--- config.mk ---
export PLATFORM = sky130hd
export DESIGN_NAME = mem_access_master_flat
export DESIGN_NICKNAME = d
export VERILOG_FILES = /design/src/rtl/mem_access_pkg.sv /design/src/rtl/mem_access_master_if.sv /design/src/rtl/mem_lat_counter.sv /design/src/rtl/mem_access_master.sv /design/src/flat_wrapper.sv
export SDC_FILE = /design/constraint.sdc
export NUM_CORES = 1
export LEC_CHECK = 0
export CAP_MARGIN = 30
export CORE_MARGIN = 5
export CORE_UTILIZATION = 40
export CTS_CLUSTER_SIZE = 12
export DETAILED_ROUTE_END_ITERATION = 8
export HOLD_SLACK_MARGIN = 0.06
export PLACE_DENSITY = 0.88
export SLEW_MARGIN = 20
export SYNTH_ARGS = -nofsm -noshare
export SYNTH_HDL_FRONTEND = slang
export SYNTH_SLANG_ARGS = --single-unit
--- constraint.sdc ---
create_clock -name clk -period 2.3 [get_ports clk]
set_input_delay 0.575 -clock clk [delete_from_list [all_inputs] [get_ports clk]]
set_output_delay 0.575 -clock clk [all_outputs]
set_load 0.1 [all_outputs]
--- src/rtl/mem_access_pkg.sv ---
// mem_access_pkg
// Shared types and constants for the memory access master.
//   state_e : access FSM states (IDLE / READ / WRITE)
//   op_e    : latched request opcode (FETCH / LOAD / STORE)
//   LAT_W   : width of the read-latency down-counter
//   op_is_data() : true for opcodes that address the data side of memory
package mem_access_pkg;

  localparam int LAT_W = 4;

  typedef enum logic [1:0] {
    ST_IDLE  = 2'd0,
    ST_READ  = 2'd1,
    ST_WRITE = 2'd2
  } state_e;

  typedef enum logic [1:0] {
    OP_FETCH = 2'd0,
    OP_LOAD  = 2'd1,
    OP_STORE = 2'd2
  } op_e;

  // Loads and stores use the data address and drive IorDsignal high.
  function automatic logic op_is_data(input op_e op);
    return (op != OP_FETCH);
  endfunction

endpackage

--- src/rtl/mem_access_master_if.sv ---
// mem_access_master_if
// Bundles the request side (control unit / datapath) and the memory side
// of the unified instruction/data memory port.
//   Requests   : req_fetch, req_load, req_store, pc, data_addr, store_data
//   Memory in  : out_data
//   Memory out : address, PC, IorDsignal, MemRead, MemWrite, WriteData
//   Results    : ir, mdr, busy, done, err
// modport master : the access master itself
// modport slave  : the surrounding control unit, datapath and memory
interface mem_access_master_if;

  logic        req_fetch;
  logic        req_load;
  logic        req_store;
  logic [31:0] pc;
  logic [31:0] data_addr;
  logic [31:0] store_data;
  logic [31:0] out_data;

  logic [31:0] address;
  logic [31:0] PC;
  logic        IorDsignal;
  logic        MemRead;
  logic        MemWrite;
  logic [31:0] WriteData;

  logic [31:0] ir;
  logic [31:0] mdr;
  logic        busy;
  logic        done;
  logic        err;

  modport master (
    input  req_fetch, req_load, req_store, pc, data_addr, store_data, out_data,
    output address, PC, IorDsignal, MemRead, MemWrite, WriteData,
    output ir, mdr, busy, done, err
  );

  modport slave (
    output req_fetch, req_load, req_store, pc, data_addr, store_data, out_data,
    input  address, PC, IorDsignal, MemRead, MemWrite, WriteData,
    input  ir, mdr, busy, done, err
  );

endinterface

--- src/rtl/mem_lat_counter.sv ---
// mem_lat_counter
// Loadable down-counter that times the memory read latency.
//   clk      : rising-edge clock
//   rst      : synchronous active-high reset (count cleared)
//   load     : load load_val this cycle (takes priority over counting)
//   load_val : starting count, i.e. the read latency in cycles
//   expire   : high while the count equals 1, the last cycle of the read
module mem_lat_counter
  import mem_access_pkg::*;
(
  input  logic             clk,
  input  logic             rst,
  input  logic             load,
  input  logic [LAT_W-1:0] load_val,
  output logic             expire
);

  logic [LAT_W-1:0] count_q;
  logic [LAT_W-1:0] count_d;

  // Count down towards zero and rest there; a load restarts the count.
  always_comb begin
    count_d = count_q;
    if (load) begin
      count_d = load_val;
    end else if (count_q != '0) begin
      count_d = count_q - LAT_W'(1);
    end
  end

  always_ff @(posedge clk) begin
    if (rst) begin
      count_q <= '0;
    end else begin
      count_q <= count_d;
    end
  end

  assign expire = (count_q == LAT_W'(1));

endmodule

--- src/rtl/mem_access_master.sv ---
// mem_access_master
// Initiator side of the multicycle processor's unified memory port.
// Accepts fetch/load/store requests, drives the memory control signals,
// waits MEM_LATENCY cycles for read data and captures it into IR or MDR.
//   clk  : rising-edge clock
//   rst  : synchronous active-high reset
//   bus  : mem_access_master_if.master (requests, memory port, results)
// Parameters:
//   MEM_LATENCY : cycles from MemRead assertion to valid out_data (1..15)
//   MEM_DEPTH   : memory size in words, used by the optional range check
// Build option:
//   MEM_RANGE_CHECK_EN : when defined, requests whose address is
//   >= MEM_DEPTH are rejected with a done+err pulse and no memory access.
module mem_access_master
  import mem_access_pkg::*;
#(
  parameter int MEM_LATENCY = 1,
  parameter int MEM_DEPTH   = 256
)(
  input  logic                clk,
  input  logic                rst,
  mem_access_master_if.master bus
);

  localparam logic [LAT_W-1:0] LAT_INIT = LAT_W'(MEM_LATENCY);

  state_e      state_q, state_d;
  op_e         op_q, op_d;
  logic [31:0] pc_q, pc_d;
  logic [31:0] addr_q, addr_d;
  logic [31:0] wdata_q, wdata_d;
  logic [31:0] ir_q, ir_d;
  logic [31:0] mdr_q, mdr_d;
  logic        done_q, done_d;
  logic        err_q, err_d;

  logic        any_req;
  op_e         req_op;
  logic [31:0] req_addr;
  logic        req_out_of_range;
  logic        lat_load;
  logic        lat_expire;

  // Request arbitration: store beats load beats fetch; losers are dropped.
  always_comb begin
    any_req = bus.req_fetch | bus.req_load | bus.req_store;
    req_op  = OP_FETCH;
    if (bus.req_store) begin
      req_op = OP_STORE;
    end else if (bus.req_load) begin
      req_op = OP_LOAD;
    end
    req_addr = op_is_data(req_op) ? bus.data_addr : bus.pc;
  end

`ifdef MEM_RANGE_CHECK_EN
  assign req_out_of_range = (req_addr >= 32'(MEM_DEPTH));
`else
  assign req_out_of_range = 1'b0;
`endif

  mem_lat_counter u_lat (
    .clk      (clk),
    .rst      (rst),
    .load     (lat_load),
    .load_val (LAT_INIT),
    .expire   (lat_expire)
  );

  // Next-state logic. done/err default low so they only pulse for the
  // single cycle following a completion or rejection.
  always_comb begin
    state_d  = state_q;
    op_d     = op_q;
    pc_d     = pc_q;
    addr_d   = addr_q;
    wdata_d  = wdata_q;
    ir_d     = ir_q;
    mdr_d    = mdr_q;
    done_d   = 1'b0;
    err_d    = 1'b0;
    lat_load = 1'b0;

    case (state_q)
      ST_IDLE: begin
        if (any_req) begin
          op_d = req_op;
          if (op_is_data(req_op)) begin
            addr_d = bus.data_addr;
          end else begin
            pc_d = bus.pc;
          end
          if (req_op == OP_STORE) begin
            wdata_d = bus.store_data;
          end
          // A rejected request never leaves IDLE, so neither enable rises.
          if (req_out_of_range) begin
            done_d = 1'b1;
            err_d  = 1'b1;
          end else if (req_op == OP_STORE) begin
            state_d = ST_WRITE;
          end else begin
            state_d  = ST_READ;
            lat_load = 1'b1;
          end
        end
      end

      // out_data is valid on the edge that ends the last latency cycle.
      ST_READ: begin
        if (lat_expire) begin
          if (op_q == OP_FETCH) begin
            ir_d = bus.out_data;
          end else begin
            mdr_d = bus.out_data;
          end
          done_d  = 1'b1;
          state_d = ST_IDLE;
        end
      end

      ST_WRITE: begin
        done_d  = 1'b1;
        state_d = ST_IDLE;
      end

      default: begin
        state_d = ST_IDLE;
      end
    endcase
  end

  always_ff @(posedge clk) begin
    if (rst) begin
      state_q <= ST_IDLE;
      op_q    <= OP_FETCH;
      pc_q    <= '0;
      addr_q  <= '0;
      wdata_q <= '0;
      ir_q    <= '0;
      mdr_q   <= '0;
      done_q  <= 1'b0;
      err_q   <= 1'b0;
    end else begin
      state_q <= state_d;
      op_q    <= op_d;
      pc_q    <= pc_d;
      addr_q  <= addr_d;
      wdata_q <= wdata_d;
      ir_q    <= ir_d;
      mdr_q   <= mdr_d;
      done_q  <= done_d;
      err_q   <= err_d;
    end
  end

  // Memory controls decode straight from the registered state, so a reset
  // mid-access drops them in the very next cycle.
  assign bus.MemRead    = (state_q == ST_READ);
  assign bus.MemWrite   = (state_q == ST_WRITE);
  assign bus.IorDsignal = (state_q == ST_WRITE) ||
                          ((state_q == ST_READ) && op_is_data(op_q));
  assign bus.busy       = (state_q != ST_IDLE);
  assign bus.done       = done_q;
  assign bus.err        = err_q;
  assign bus.PC         = pc_q;
  assign bus.address    = addr_q;
  assign bus.WriteData  = wdata_q;
  assign bus.ir         = ir_q;
  assign bus.mdr        = mdr_q;

endmodule

--- src/flat_wrapper.sv ---
// flat-port wrapper written by rule: the top's interface ports become plain ports
module mem_access_master_flat import mem_access_pkg::*;
#(
  parameter int MEM_LATENCY = 1,
  parameter int MEM_DEPTH   = 256
)
  (clk, rst, bus_req_fetch, bus_req_load, bus_req_store, bus_pc, bus_data_addr, bus_store_data, bus_out_data, bus_address, bus_PC, bus_IorDsignal, bus_MemRead, bus_MemWrite, bus_WriteData, bus_ir, bus_mdr, bus_busy, bus_done, bus_err);
  mem_access_master_if bus_i ();
  input  logic clk;
  input  logic rst;
  input wire logic [$bits(bus_i.req_fetch)-1:0] bus_req_fetch;
  input wire logic [$bits(bus_i.req_load)-1:0] bus_req_load;
  input wire logic [$bits(bus_i.req_store)-1:0] bus_req_store;
  input wire logic [$bits(bus_i.pc)-1:0] bus_pc;
  input wire logic [$bits(bus_i.data_addr)-1:0] bus_data_addr;
  input wire logic [$bits(bus_i.store_data)-1:0] bus_store_data;
  input wire logic [$bits(bus_i.out_data)-1:0] bus_out_data;
  output wire logic [$bits(bus_i.address)-1:0] bus_address;
  output wire logic [$bits(bus_i.PC)-1:0] bus_PC;
  output wire logic [$bits(bus_i.IorDsignal)-1:0] bus_IorDsignal;
  output wire logic [$bits(bus_i.MemRead)-1:0] bus_MemRead;
  output wire logic [$bits(bus_i.MemWrite)-1:0] bus_MemWrite;
  output wire logic [$bits(bus_i.WriteData)-1:0] bus_WriteData;
  output wire logic [$bits(bus_i.ir)-1:0] bus_ir;
  output wire logic [$bits(bus_i.mdr)-1:0] bus_mdr;
  output wire logic [$bits(bus_i.busy)-1:0] bus_busy;
  output wire logic [$bits(bus_i.done)-1:0] bus_done;
  output wire logic [$bits(bus_i.err)-1:0] bus_err;
  assign bus_i.req_fetch = bus_req_fetch;
  assign bus_i.req_load = bus_req_load;
  assign bus_i.req_store = bus_req_store;
  assign bus_i.pc = bus_pc;
  assign bus_i.data_addr = bus_data_addr;
  assign bus_i.store_data = bus_store_data;
  assign bus_i.out_data = bus_out_data;
  assign bus_address = bus_i.address;
  assign bus_PC = bus_i.PC;
  assign bus_IorDsignal = bus_i.IorDsignal;
  assign bus_MemRead = bus_i.MemRead;
  assign bus_MemWrite = bus_i.MemWrite;
  assign bus_WriteData = bus_i.WriteData;
  assign bus_ir = bus_i.ir;
  assign bus_mdr = bus_i.mdr;
  assign bus_busy = bus_i.busy;
  assign bus_done = bus_i.done;
  assign bus_err = bus_i.err;
  mem_access_master #(.MEM_LATENCY(MEM_LATENCY), .MEM_DEPTH(MEM_DEPTH)) u_core (.clk(clk), .rst(rst), .bus(bus_i));
endmodule
* After elaboration in Yosys (flattened, before gate mapping)
Index checks and enable logic that the tools add are counted.
Operators by class: add/subtract/negate cells 1, eq/ne operators 6, multiplexer cells 13, bitwise operators 4, reductions and logical operators 17
Operators by type and width (number):
- 3-bit AND reduction | 5
- 2-bit 2-to-1 mux | 4
- 2-bit nonzero test | 4
- 1-bit 2-to-1 mux | 7
- 2-bit == test, second input constant | 2
- 4-bit by 1-bit == test with 1-bit output, second input constant | 1
- 2-bit zero test | 2
- 2-bit by 1-bit inequality test with 1-bit output, second input constant | 2
- 2-bit case mux with 2 select lines | 1
- 2-bit AND reduction | 2
- 4-bit nonzero test | 1
- 4-bit by 1-bit subtractor with 4-bit output, second input constant | 1
- 2-bit by 1-bit == test with 1-bit output, second input constant | 1
- 1-bit inverter | 2
- 1-bit OR | 2
- 1-bit case mux with 2 select lines | 1
- 2-bit OR reduction | 1
- 1-bit logical AND | 1
- 1-bit logical OR | 1
Storage, ports and cells: flip-flop bits (word level) 169, bits of input ports 133

* Logic depth before layout (Yosys ltp)
depth in word-level cells 7, gate-level depth with buffers 8

* Hierarchy
From an unflattened synthesis, not the netlist that was laid out.
Second synthesis, totals: cells, all modules 768, area, all modules 6352.3 um^2
Modules (own cells, without submodules):
- mem_access_master | times used 1, cells each 741, area each 6105.9 um^2, sequential area each 3303.2 um^2
- mem_lat_counter | times used 1, cells each 27, area each 246.5 um^2, sequential area each 80.1 um^2

* Worst setup path before layout
No wires, ideal clock.
path kind register -> output, start reg u_core.state_q[1], end out bus_IorDsignal, data arrival time 2183 ps, setup slack -458 ps, stages on the path, launching flop included 5, path buffers 1, path through dfxtp_1 inv_1 ha_1 clkbuf_1 a21o_1
Between the ends: word-level cells in the longest chain between the ends 3, elaborated cells on any way between the ends 4, classes of those cells eq/ne (2); reduce/logical (2)
RTL lines:
- start, declared | line mem_access_master.sv:27 | state_e state_q, state_d;
- start signal, assigned | line mem_access_master.sv:145 | state_q <= state_d;
- 2-bit by 1-bit == test with 1-bit output
- net bus_MemRead | line flat_wrapper.sv:21 | output wire logic [$bits(bus_i.MemRead)-1:0] bus_MemRead;
- 1-bit logical AND | line mem_access_master.sv:162 | ((state_q == ST_READ) && op_is_data(op_q));
- 1-bit logical OR | line mem_access_master.sv:161 | assign bus.IorDsignal = (state_q == ST_WRITE) ||
- end, declared | line flat_wrapper.sv:20 | output wire logic [$bits(bus_i.IorDsignal)-1:0] bus_IorDsignal;
The timed path passes the listed nets, and every way through them passes these cells.

* Worst setup path after layout
start reg u_core.state_q[1], end out bus_busy
Between the ends: word-level cells in the longest chain between the ends 1
RTL lines:
- 2-bit nonzero test | line mem_access_master.sv:163 | assign bus.busy = (state_q != ST_IDLE);
- end, declared | line flat_wrapper.sv:26 | output wire logic [$bits(bus_i.busy)-1:0] bus_busy;
Every way passes these cells.

==> flow_summary.json <==
{
  "drc": 0,
  "chipHeight_um": 138,
  "routabilityCongestion": 0.789,
  "first_global_vias": 5616,
  "finalCritPeriodShare": 0.933,
  "final_area_um2": 9930,
  "cap_violations": 0,
  "power_per_cell_area_nw_per_um2": 905,
  "drive_gt1_frac": 0.216,
  "num_vias": 5806,
  "finClkSkew_ns": 0.0124,
  "timing.rr.start": "u_core.state_q[1]$_SDFFE_PP0P_",
  "ys_ff_latch": 169,
  "finalSetupTns_ns": 0,
  "nets": 1145,
  "reg2reg_to": "u_core.bus.address[4]$_SDFFE_PP0P_",
  "yosysWarnings": 0,
  "postSynthCellCount": 729,
  "netlist-cell-type-count": 38,
  "post-cts-setup-buffers": 0,
  "start_util": 0.410,
  "dr.pass1.iters": 6,
  "critPathRequiredTime_ns": 1.73,
  "holdCritPathClass": "reg -> reg",
  "num_rows": 46,
  "vias_per_cell": 4.71,
  "drtAntennaViolNets": 0,
  "place_area_um2": 9360,
  "synth_area_um2": 6560,
  "worst_ep_arrival_time_ns": 1.57,
  "period_needed_ns": 2.15,
  "port_buffers": 297,
  "hold_viol": 0,
  "final_common_cell": "nand2_1",
  "overflow": 0,
  "drt-total-wl_um": 18400,
  "grt_max_degree": 68,
  "setup_viol": 0,
  "grt_pass1_wl_um": 28800,
  "clock_path_buffers": 2,
  "place_hpwl_um": 13600,
  "fmax_ghz": 0.466,
  "diodes": 0,
  "ctsHoldBuffers": 0,
  "maxSlewViolCount": 0,
  "synthToLayoutAreaGrowth_pct": 51.4,
  "final_core_util": 0.621,
  "multi_input_area_um2": 2850,
  "core_um2": 16000,
  "cts_num_sinks": 169,
  "rr_worst_depth": 6,
  "holdWs_ns": 0.454,
  "h-tree-depth": 4,
  "cellLeakagePower_nw": 4.23,
  "fp.dieW_um": 138,
  "rrSetupSlack_ns": 0.52,
  "rsz0062_at_grt": "false",
  "ys_seq_area_frac": 0.516,
  "startpoint_type": "register",
  "antenna_found_initial": 0,
  "crit_type": "reg -> out",
  "drt_iter0_markers": 261,
  "top_level_ports": 299,
  "synth_area_per_cell_um2": 9.00,
  "post_cts_resized": 0,
  "n_fill_cell": 1375,
  "seqCellArea_um2": 3380,
  "cts_root_buf": "clkbuf_16",
  "grt_use_total": 0.183,
  "critPathLaunch": "u_core.state_q[1]$_SDFFE_PP0P_",
  "endpoint_kind": "output pin",
  "clkLatencyLatePin_ns": 0.41,
  "cts_buffers": 17,
  "wl_per_cell_um": 14.9,
  "endpoint": "bus_busy",
  "final_cell_mix": "nand2_1 (195), dfxtp_1 (169), buf_4 (168), clkdlybuf4s50_1 (131), a21oi_1 (102)",
  "outcome": "completed",
  "path_clk_slew_ns": 0.06,
  "crit_fanout": 11,
  "irDropWorstVdd_uv": 562,
  "syn-num-nets": 868,
  "die_area_um2": 19100,
  "cts_tree": "built"
}
[worst max-delay path, stage by stage (launching register included)]
cell	delay (ns)
dfxtp_1	0.34
inv_1	0.09
ha_1	0.38
inv_1	0.16
buf_12	0.19
[synthesized netlist by cell type]
library cell  count  share of area
and3_1            1        0.00095
and4bb_2          1         0.0019
a2111oi_2         1         0.0023
buf_2            20          0.015
inv_1             5         0.0029
nor3b_1           1         0.0011
buf_12            3         0.0092
nand2_1         195           0.11
ha_1              6          0.011
a21o_1            3         0.0034
or3b_1            1         0.0013
o21ai_1           1        0.00076
a211oi_1          2         0.0023
clkbuf_1         22          0.013
nor2b_1           1        0.00095
o2bb2ai_1         1         0.0013
nor3b_2           1         0.0019
o21a_1            2         0.0023
o21ai_0           2         0.0015
buf_6             4         0.0069
nor4bb_1          1         0.0015
nand4bb_1         1         0.0017
a31oi_1           1        0.00095
nand2b_1         99          0.094
buf_1             1        0.00057
nand3_2           1         0.0015
mux2i_1          65          0.099
a21oi_1         102          0.078
conb_1            1        0.00057
xnor2_1           1         0.0013
nor3_1            2         0.0015
nor2_1            4         0.0023
nand3b_1          1         0.0011
buf_4             4         0.0046
or3b_4            1         0.0017
and2_1            1        0.00095
or2_0             1        0.00095
dfxtp_1         169           0.52
[routing by layer]
metal,GRT usage,wire [um],share of wire,up-vias
met5,0,0,0,-
met1,0.203,7490,0.41,2641
met2,0.318,8880,0.48,224
met4,0.0624,404,0.022,0
met3,0.0738,1620,0.088,31
li1,-,-,-,2910
[cell families after synthesis]
group | Yosys count | synth area share
buf+inv | 59 | 0.0519
other cells | 1 | 0.000571
xor+xnor | 1 | 0.00133
mux | 65 | 0.0991
fa+ha+maj | 6 | 0.0114
simple gates | 313 | 0.227
flops | 169 | 0.516
compound gates | 115 | 0.0927
[flip-flops by register name, indices dropped and copies added (netlist names)]
name / flops
u_core.u_lat.count_q: 4
u_core.state_q: 2
u_core.bus.address: 32
u_core.bus.PC: 32
u_core.op_q: 2
u_core.bus.done: 1
u_core.bus.mdr: 32
u_core.bus.ir: 32
u_core.bus.WriteData: 32
[through the flow]
step,std cells,total power [mW],worst slack (ns)
5_1_grt,1234,9.37,0.000487
3_3_place_gp,1203,6.22,0.316
6_report,1234,8.99,0.155
3_5_place_dp,1203,6.25,0.247
4_1_cts,1234,9.09,0.125
2_1_floorplan,729,5.46,0.0517
[worst min-delay path by stage]
stage | startpoint | endpoint | slack [ns] | depth (start not counted)
global route | u_core.bus.PC[28]$_SDFFE_PP0P_ | u_core.bus.PC[28]$_SDFFE_PP0P_ | 0.47 | 2
global placement | u_core.bus.address[30]$_SDFFE_PP0P_ | u_core.bus.address[30]$_SDFFE_PP0P_ | 0.44 | 2
detailed placement | u_core.bus.address[15]$_SDFFE_PP0P_ | u_core.bus.address[15]$_SDFFE_PP0P_ | 0.45 | 2
finish | u_core.bus.WriteData[17]$_SDFFE_PP0P_ | u_core.bus.WriteData[17]$_SDFFE_PP0P_ | 0.45 | 2
CTS | u_core.bus.WriteData[17]$_SDFFE_PP0P_ | u_core.bus.WriteData[17]$_SDFFE_PP0P_ | 0.46 | 2
floorplan | u_core.op_q[0]$_SDFFE_PP0P_ | u_core.op_q[0]$_SDFFE_PP0P_ | 0.46 | 2
[where the power goes]
group	total, mW	leakage (nW)	switching, mW	internal [mW]
registers	3.28	1.38	0.133	3.14
clock network	2.82	0.276	1.16	1.66
logic	2.90	2.58	2.04	0.858
total	8.99	4.23	3.34	5.66
[final cells by class]
cell class              instances  share of cell area
well taps                     216              0.0272
flip-flops and latches        169               0.341
clock buffers                  21              0.0463
clock inverters                10              0.0120
multi-input cells             501               0.287
repair buffers                312               0.285
inverters                       5             0.00189
(Power assumes the default switching activity.)
